<file path="src/rtl/add8u_share_sched.sv">
// add8u_share_sched
// Round-robin scheduler that time-shares one combinational 8-bit unsigned
// adder core (9-bit result) among NREQ requesters.
//
// One operation takes three cycles:
//   IDLE  the winning request is accepted and its operands are registered
//         onto core_a/core_b.
//   EXEC  the operands sit stable on the core for a full cycle, and the
//         core result is registered into rsp_sum.
//   RESP  the response is offered to the requester that was served.
// The operand registers are written only when a request is accepted. The
// core inputs therefore do not toggle while the block is idle.
//
// Ports:
//   clk, rst_n           clock (rising edge), asynchronous active-low reset
//   req_valid/req_ready  per-requester request handshake (ready one-hot or 0)
//   req_a/req_b          operands, requester i at bits [8i+7:8i]
//   rsp_valid/rsp_ready  per-requester response handshake (valid one-hot or 0)
//   rsp_sum              9-bit result shared by all requesters
//   core_a/core_b        registered operands driven to the adder core
//   core_o               combinational adder core result
//   busy                 high in EXEC and RESP
//   op_count             saturating count of completed responses
module add8u_share_sched #(
    parameter int NREQ = 4,
    parameter int CNTW = 16
) (
    input  logic              clk,
    input  logic              rst_n,
    input  logic [NREQ-1:0]   req_valid,
    output logic [NREQ-1:0]   req_ready,
    input  logic [8*NREQ-1:0] req_a,
    input  logic [8*NREQ-1:0] req_b,
    output logic [NREQ-1:0]   rsp_valid,
    input  logic [NREQ-1:0]   rsp_ready,
    output logic [8:0]        rsp_sum,
    output logic [7:0]        core_a,
    output logic [7:0]        core_b,
    input  logic [8:0]        core_o,
    output logic              busy,
    output logic [CNTW-1:0]   op_count
);

    localparam int GW = (NREQ > 1) ? $clog2(NREQ) : 1;

    typedef enum logic [1:0] {
        ST_IDLE = 2'b00,
        ST_EXEC = 2'b01,
        ST_RESP = 2'b10
    } state_t;

    state_t          state_r;
    state_t          state_nxt_s;
    logic [GW-1:0]   last_grant_r;
    logic [GW-1:0]   grant_s;
    logic [GW-1:0]   cand_s;
    logic            grant_found_s;
    logic [7:0]      core_a_r;
    logic [7:0]      core_b_r;
    logic [8:0]      rsp_sum_r;
    logic [CNTW-1:0] op_count_r;
    logic            rsp_accept_s;
    logic [NREQ-1:0] req_ready_s;
    logic [NREQ-1:0] rsp_valid_s;

    // Rotating-priority search. Candidates are walked from the lowest
    // priority (last_grant itself) to the highest (last_grant+1). Each valid
    // candidate overrides the previous one, so the last override is the
    // first valid requester after last_grant.
    always_comb begin
        grant_s       = last_grant_r;
        grant_found_s = 1'b0;
        cand_s        = last_grant_r;
        for (int k = NREQ; k >= 1; k--) begin
            cand_s        = GW'((int'(last_grant_r) + k) % NREQ);
            grant_s       = req_valid[cand_s] ? cand_s : grant_s;
            grant_found_s = grant_found_s | req_valid[cand_s];
        end
    end

    // One-hot handshake decode: ready only in IDLE, valid only in RESP.
    always_comb begin
        req_ready_s = {NREQ{1'b0}};
        rsp_valid_s = {NREQ{1'b0}};
        if ((state_r == ST_IDLE) && grant_found_s) begin
            req_ready_s[grant_s] = 1'b1;
        end else begin
            req_ready_s = {NREQ{1'b0}};
        end
        if (state_r == ST_RESP) begin
            rsp_valid_s[last_grant_r] = 1'b1;
        end else begin
            rsp_valid_s = {NREQ{1'b0}};
        end
    end

    // The response is consumed only by the requester that owns it.
    always_comb begin
        rsp_accept_s = 1'b0;
        if (state_r == ST_RESP) begin
            rsp_accept_s = rsp_ready[last_grant_r];
        end else begin
            rsp_accept_s = 1'b0;
        end
    end

    // Next-state logic.
    always_comb begin
        state_nxt_s = state_r;
        case (state_r)
            ST_IDLE: state_nxt_s = grant_found_s ? ST_EXEC : ST_IDLE;
            ST_EXEC: state_nxt_s = ST_RESP;
            ST_RESP: state_nxt_s = rsp_accept_s ? ST_IDLE : ST_RESP;
            default: state_nxt_s = ST_IDLE;
        endcase
    end

    // State register.
    always_ff @(posedge clk or negedge rst_n) begin
        if (!rst_n) begin
            state_r <= ST_IDLE;
        end else begin
            state_r <= state_nxt_s;
        end
    end

    // Grant capture: the operands and the owner are loaded only on accept.
    // Otherwise they hold, so the core inputs stay quiet between ops.
    always_ff @(posedge clk or negedge rst_n) begin
        if (!rst_n) begin
            last_grant_r <= GW'(NREQ - 1);
            core_a_r     <= 8'd0;
            core_b_r     <= 8'd0;
        end else if ((state_r == ST_IDLE) && grant_found_s) begin
            last_grant_r <= grant_s;
            core_a_r     <= req_a[32'(grant_s) * 32'd8 +: 8];
            core_b_r     <= req_b[32'(grant_s) * 32'd8 +: 8];
        end
    end

    // Result capture at the end of the EXEC cycle. The value is held until
    // the next op.
    always_ff @(posedge clk or negedge rst_n) begin
        if (!rst_n) begin
            rsp_sum_r <= 9'd0;
        end else if (state_r == ST_EXEC) begin
            rsp_sum_r <= core_o;
        end
    end

    // Completed-response counter, saturating at all-ones.
    always_ff @(posedge clk or negedge rst_n) begin
        if (!rst_n) begin
            op_count_r <= {CNTW{1'b0}};
        end else if (rsp_accept_s && (op_count_r != {CNTW{1'b1}})) begin
            op_count_r <= op_count_r + CNTW'(1);
        end
    end

    // req_ready is masked by reset, so no accept is signalled while reset
    // is held, even if a requester is already valid.
    assign req_ready = req_ready_s & {NREQ{rst_n}};
    assign rsp_valid = rsp_valid_s;
    assign rsp_sum   = rsp_sum_r;
    assign core_a    = core_a_r;
    assign core_b    = core_b_r;
    assign busy      = (state_r != ST_IDLE);
    assign op_count  = op_count_r;

endmodule

</file>
<file path="config.mk">
export PLATFORM = sky130hd
export DESIGN_NAME = add8u_share_sched
export DESIGN_NICKNAME = d
export VERILOG_FILES = /design/src/rtl/add8u_share_sched.sv
export SDC_FILE = /design/constraint.sdc
export NUM_CORES = 1
export LEC_CHECK = 0
export BUFFER_PORTS_ARGS = -buffer_cell sky130_fd_sc_hd__buf_2
export CAP_MARGIN = 30
export CORE_UTILIZATION = 45
export CTS_BUF_LIST = sky130_fd_sc_hd__clkbuf_4 sky130_fd_sc_hd__clkbuf_8 sky130_fd_sc_hd__clkbuf_16
export CTS_CLUSTER_SIZE = 24
export DETAILED_ROUTE_END_ITERATION = 10
export GPL_ROUTABILITY_DRIVEN = 0
export PLACE_DENSITY = 0.77
export SYNTH_ARGS = -nofsm -noshare
export SYNTH_HDL_FRONTEND = slang
export SYNTH_SLANG_ARGS = --single-unit
</file>
<file path="constraint.sdc">
create_clock -name clk -period 5.5 [get_ports clk]
set_clock_uncertainty 0.1 [all_clocks]
set_input_delay 1.65 -clock clk [delete_from_list [all_inputs] [get_ports clk]]
set_output_delay 1.65 -clock clk [all_outputs]
set_load 0.01 [all_outputs]
</file>
Yosys cells after proc, flatten, opt, wreduce, memory -nomap -nowiden
Index checks and enable logic that the tools add are counted.
{"block": "op_classes", "n_addsub": 5, "n_lt_le_gt_ge": 8, "n_eq_ne": 3, "shifts": 2, "n_mux": 24, "n_bitwise": 4, "n_reduce_logical": 6}
{"op": "$shiftx A32 B6 Y8", "n": 2}
{"op": "$lt A2 B3 Y1 const B", "n": 6}
{"op": "$add A16 B1 Y16 const B", "n": 1}
{"op": "$ne A16 B16 Y1 const B", "n": 1}
{"op": "$bmux W1 S2", "n": 5}
{"op": "$mux W2", "n": 5}
{"op": "$mux W1", "n": 9}
{"op": "$mux W4", "n": 2}
{"op": "$pmux W2 S3", "n": 1}
{"op": "$add A2 B1 Y2 const B", "n": 2}
{"op": "$add A2 B2 Y2 const B", "n": 2}
{"op": "$and A4 B4 Y4", "n": 1}
{"op": "$demux W1 S2", "n": 2}
{"op": "$ge A2 B1 Y1 const B", "n": 2}
{"op": "$logic_and A1 B1 Y1", "n": 4}
{"op": "$or A1 B1 Y1", "n": 3}
{"op": "$eq A2 B1 Y1 const B", "n": 1}
{"op": "$eq A2 B2 Y1 const B", "n": 1}
{"op": "$logic_not A2 Y1", "n": 1}
{"op": "$reduce_bool A2 Y1", "n": 1}
{"block": "word_totals", "reg_bits": 45, "in_bits": 83, "output_inout_bits": 50, "elab_cells": 58}

Longest topological paths before layout
{"block": "logic_depth", "depth_word": 13, "ltp_mapped": 12}

Least setup slack after synthesis
OpenSTA, ideal clock, no wires.
{"block": "synth_timing", "path_kind": "input to output", "start": "input req_valid[3]", "end": "output req_ready[0]", "arrival_time_ns": 3.035, "t_required_ns": 3.750, "setup_slack_ns": 0.715, "cell_stages": 8, "path_buffers": 3, "cell_sequence": "buf_6 > mux2_4 > o32a_1 > nor2b_4 > buf_6 > buf_8 > nand3b_1 > nor2_1"}
{"block": "synth_via", "elab_chain_cells": 12, "word_cells_on_any_way": 23}
{"element": "start, declared", "line_no": "30", "source": "input logic [NREQ-1:0] req_valid,"}
{"element": "$bmux W1 S2", "line_no": "76, 77"}
{"element": "$mux W1 (implied by the code)", "line_no": "76, 77"}
{"element": "$mux W2 (4 in series)", "line_no": "76", "source": "grant_s = req_valid[cand_s] ? cand_s : grant_s;"}
{"element": "$lt A2 B3 Y1 (implied by the code) / $ge A2 B1 Y1 (equally long branches)", "line_no": "86", "source": "req_ready_s[grant_s] = 1'b1;"}
{"element": "$logic_and A1 B1 Y1 (implied by the code)", "line_no": "86"}
{"element": "$mux W1 (implied by the code)", "line_no": "86"}
{"element": "$demux W1 S2", "line_no": "86"}
{"element": "$mux W4 *", "line_no": "85", "source": "if ((state_r == ST_IDLE) && grant_found_s) begin"}
{"element": "$and A4 B4 Y4 *", "line_no": "162", "source": "assign req_ready = req_ready_s & {NREQ{rst_n}};"}
{"element": "end, declared", "line_no": "31", "source": "output logic [NREQ-1:0] req_ready,"}
Every way passes the cells marked *; elsewhere a longest branch is shown, timed or not. The select of a mux whose other input is x is not followed.

Worst setup path after layout
{"block": "layout_timing", "start": "register last_grant_r[0]", "end": "output req_ready[0]"}
{"block": "layout_via", "elab_chain_cells": 13, "word_cells_on_any_way": 27}
{"element": "start, declared", "line_no": "54", "source": "logic [GW-1:0] last_grant_r;"}
{"element": "start signal, assigned", "line_no": "131", "source": "last_grant_r <= GW'(NREQ - 1);"}
{"element": "start signal, assigned", "line_no": "135", "source": "last_grant_r <= grant_s;"}
{"element": "$add A2 B1 Y2", "line_no": "75", "source": "cand_s = GW'((int'(last_grant_r) + k) % NREQ);"}
{"element": "$bmux W1 S2", "line_no": "76, 77"}
{"element": "$mux W1 (implied by the code)", "line_no": "76, 77"}
{"element": "$mux W2 (4 in series)", "line_no": "76"}
{"element": "$lt A2 B3 Y1 (implied by the code) / $ge A2 B1 Y1 (equally long branches)", "line_no": "86"}
{"element": "$logic_and A1 B1 Y1 (implied by the code)", "line_no": "86"}
{"element": "$mux W1 (implied by the code)", "line_no": "86"}
{"element": "$demux W1 S2", "line_no": "86"}
{"element": "$mux W4 *", "line_no": "85"}
{"element": "$and A4 B4 Y4 *", "line_no": "162"}
Marks and branches as above.

==> impl_metrics.prom <==
# TYPE chip_impl_metric gauge
chip_impl_info{name="outcome",value="complete, no violations"} 1
chip_impl_metric{name="portBuffers",unit=""} 132
chip_impl_metric{name="instances_no_fill",unit=""} 499
chip_impl_metric{name="yosys_register_bits",unit=""} 45
chip_impl_metric{name="remaining_global_route_overflow",unit=""} 0
chip_impl_metric{name="dr_total_vias",unit=""} 2865
chip_impl_metric{name="nFillCells",unit=""} 573
chip_impl_metric{name="crit_required",unit="ns"} 3.75
chip_impl_info{name="yosys.cell_count.top_type",value="dfrtp_1"} 1
chip_impl_info{name="largest_cells_by_area_after_synthesis",value="dfrtp_1, a221o_1, mux2_2"} 1
chip_impl_metric{name="rows",unit=""} 29
chip_impl_metric{name="drv_cap",unit=""} 0
chip_impl_metric{name="tightestPinTransition",unit="ns"} 0.8611
chip_impl_metric{name="total_leakage_power",unit="nW"} 1.868
chip_impl_metric{name="ys_warn_count",unit=""} 0
chip_impl_metric{name="final_period_minus_worst_setup_slack",unit="ns"} 4.984
chip_impl_metric{name="cts_num_sinks",unit=""} 45
chip_impl_metric{name="post_route_cells_drive_above_1_share",unit=""} 0.4005
chip_impl_metric{name="floorplan.die.height",unit="um"} 82.73
chip_impl_metric{name="floorplan.core_area",unit="mm^2"} 0.006314
chip_impl_metric{name="detail_route.first_pass.iterations",unit=""} 4
chip_impl_metric{name="antenna_found_initial",unit=""} 0
chip_impl_metric{name="grt_pass1_vias",unit=""} 2631
chip_impl_metric{name="grt_pass1_wl",unit="um"} 12170
chip_impl_metric{name="nets",unit=""} 509
chip_impl_metric{name="edff_count_synth",unit=""} 0
chip_impl_metric{name="cts_max_path_buffers",unit=""} 2
chip_impl_metric{name="holdPathStages",unit=""} 1
chip_impl_metric{name="timing.final.max_slew_violations",unit=""} 0
chip_impl_metric{name="drt-total-wl",unit="um"} 7967
chip_impl_metric{name="drt_first_iter_violations",unit=""} 158
chip_impl_info{name="cp-startpoint",value="last_grant_r[0]"} 1
chip_impl_metric{name="clock_insertion_delay_worst_skew",unit="ns"} 0.30
chip_impl_metric{name="dp_hpwl",unit="um"} 5881
chip_impl_metric{name="cts_hold_repair.buffers",unit=""} 0
chip_impl_metric{name="synth_largest_type_area_fraction",unit=""} 0.3669
chip_impl_info{name="worst_setup_path_start_kind",value="flip-flop"} 1
chip_impl_metric{name="power.density_cell_area",unit="mW/mm^2"} 524.5
chip_impl_info{name="end_kind",value="output port"} 1
chip_impl_metric{name="initial_utilization",unit=""} 0.4645
chip_impl_metric{name="fin_worst_hold_slack",unit="ns"} 0.3812
chip_impl_metric{name="synth.distinct_cells",unit=""} 47
chip_impl_info{name="tritoncts",value="yes"} 1
chip_impl_metric{name="timing.fmax",unit="MHz"} 200.7
chip_impl_metric{name="finalSetupViolations",unit=""} 0
chip_impl_info{name="worst_path_cell_with_the_longest_stage_delay",value="dfstp_2"} 1
chip_impl_metric{name="via_per_inst",unit=""} 5.741
chip_impl_info{name="yosys.area.top_type",value="dfrtp_1"} 1
chip_impl_info{name="rsz0062_at_grt",value="no"} 1
chip_impl_metric{name="worst-path-max-fanout",unit=""} 29
chip_impl_metric{name="final-hold-violation-count",unit=""} 0
chip_impl_metric{name="fp.dieArea",unit="mm^2"} 0.006844
chip_impl_metric{name="cts_made_buffers",unit=""} 5
chip_impl_metric{name="layout-area-overhead-vs-synth",unit="%"} 26.45
chip_impl_metric{name="syn_area",unit="mm^2"} 0.002933
chip_impl_metric{name="floorplan.die.width",unit="um"} 82.73
chip_impl_metric{name="placed_cells_incl_taps",unit=""} 491
chip_impl_info{name="top_flip_flop_cell_by_instance_count_after_synthesis",value="dfrtp_1"} 1
chip_impl_metric{name="grt_max_degree",unit=""} 46
chip_impl_metric{name="globalRouteTotalUtil",unit=""} 0.2346
chip_impl_metric{name="max-vdd-ir-drop",unit="mV"} 0.3873
chip_impl_info{name="timing.critical_path.cells",value="buf_4 -> inv_1 -> ha_1 -> mux2_2 -> and2_1 -> a211o_4 -> nor2_1 -> buf_2"} 1
chip_impl_metric{name="ant_nets",unit=""} 0
chip_impl_metric{name="drc",unit=""} 0
chip_impl_metric{name="worst_r2r_path_depth",unit=""} 9
chip_impl_metric{name="post-cts-setup-buffer-count",unit=""} 0
chip_impl_metric{name="num_io_pins",unit=""} 133
chip_impl_info{name="crit_type",value="flip-flop to output port"} 1
chip_impl_metric{name="async_flop_share",unit=""} 1.000
chip_impl_metric{name="timing.setup.tns",unit="ns"} 0
chip_impl_metric{name="mappedNetlistNets",unit=""} 381
chip_impl_info{name="synth_commonest_cells",value="dfrtp_1, nor2_1, nand2_1"} 1
chip_impl_info{name="worstHoldStart",value="core_b[5]"} 1
chip_impl_metric{name="clk_pin_slew_worst_paths",unit="ns"} 0.09
chip_impl_metric{name="cp_data_arrival_time",unit="ns"} 3.23
chip_impl_info{name="hold_class",value="flip-flop to flip-flop"} 1
chip_impl_info{name="r2r_start",value="last_grant_r[0]"} 1
chip_impl_metric{name="post_cts_sizing_count",unit=""} 0
chip_impl_metric{name="fraction_of_the_yosys_area_taken_by_sequential_cells",unit=""} 0.3848
chip_impl_metric{name="finalCritPeriodShare",unit=""} 0.9061
chip_impl_metric{name="slowest_delay",unit="ns"} 0.53
chip_impl_metric{name="antenna-diode-count",unit=""} 0
chip_impl_metric{name="max_slew_margin",unit=""} 0.4247
chip_impl_info{name="ctsRootBufferMaster",value="clkbuf_8"} 1
chip_impl_metric{name="ctsHtreeMaxLevel",unit=""} 2
chip_impl_metric{name="synthCells",unit=""} 293
chip_impl_metric{name="synth.avg_cell_area",unit="um^2"} 10.01
chip_impl_metric{name="drt-wirelength-per-cell",unit="um"} 15.97
[per-layer routing]
| metal | GRT usage | part of all wire |
|---|---|---|
| met1 | 0.3069 | 0.42 |
| met2 | 0.3844 | 0.50 |
| met3 | 0.04505 | 0.050 |
| met4 | 0.08276 | 0.022 |
| met5 | 0 | 0 |
[stage by stage]
step | setup slack [ns] | total power [mW] | cell area [um^2] | util
floorplan | 0.7148 | 1.428 | 2933 | -
global placement | 0.7275 | 1.695 | 3616 | 0.5727
detailed placement | 0.6921 | 1.729 | 3616 | 0.5727
CTS | 0.5386 | 1.947 | 3709 | 0.5874
global route | 0.3515 | 2.101 | 3709 | 0.5874
finish | 0.5164 | 1.945 | 3709 | 0.5874
[power by group]
group / switching [mW] / internal [mW]
registers: 0.0844 / 0.467
clock network: 0.119 / 0.0955
logic: 0.647 / 0.531
[area by class of cell]
cell class | instances | area [um^2] | share of cell area
flip-flops and latches | 45 | 1129 | 0.3043
clock inverters | 2 | 16.27 | 0.004386
repair buffers | 137 | 698.2 | 0.1883
clock buffers | 6 | 76.32 | 0.02058
multi-input cells | 223 | 1659 | 0.4474
well taps | 77 | 96.34 | 0.02598
inverters | 9 | 33.78 | 0.009109
[cells in the final DEF, fill, tap and decap left out, types with 2 or more instances in the layout]
master,n
buf_2,132
dfrtp_1,43
nor2_1,28
nand2_1,22
a22oi_1,17
a221o_1,14
mux2i_1,12
mux2_2,12
o32ai_1,11
a31oi_1,11
a22o_1,10
inv_1,8
a21o_1,7
and2_1,7
xor2_1,7
xnor2_1,7
nand3_1,6
o22ai_1,5
ha_1,5
clkbuf_8,5
buf_4,5
nor2b_1,4
o21ai_0,4
nand3b_1,3
a21oi_1,3
and3_1,3
nand4_1,3
mux2_4,2
o21bai_1,2
o21a_1,2
a41o_1,2
nor3_1,2
dfstp_2,2
[worst max-delay path, delay by kind of cell (launching register included)]
kind,cells,cell delay [ns]
AOI/OAI and AO/OA,1,0.32
adders and majority gates,1,0.45
buffers and inverters,3,0.73
DFF,1,0.53
muxes,1,0.51
and+or+nand+nor,2,0.37
[cell families (layout without fill, tap and decap cells)]
group | Yosys count | after routing | share of synthesized area
buffers and inverters | 25 | 154 | 0.04948
adder cells (fa/ha/maj) | 5 | 5 | 0.02133
AND/OR/NAND/NOR | 84 | 84 | 0.1387
flip-flops | 45 | 45 | 0.3848
AO/OA/AOI/OAI | 93 | 93 | 0.2577
multiplexers | 27 | 27 | 0.1062
XOR/XNOR | 14 | 14 | 0.04181
[final timing paths]
path | end | slack [ns]
worst min-delay path | core_b[5] | 0.38
min in group asynchronous | core_b[0] | 1.38
worst max register to register | core_b[7] | 1.61
max in group asynchronous | core_b[3] | 3.52
worst min register to register | core_b[5] | 0.38
worst max-delay path | req_ready[0] | 0.52
[state kept, by name (all words and copies together), names as in the netlist]
register      flops
core_a            8
op_count         16
rsp_sum           9
last_grant_r      2
state_r           2
core_b            8
No activity file was read; power rests on OpenSTA's default activity.
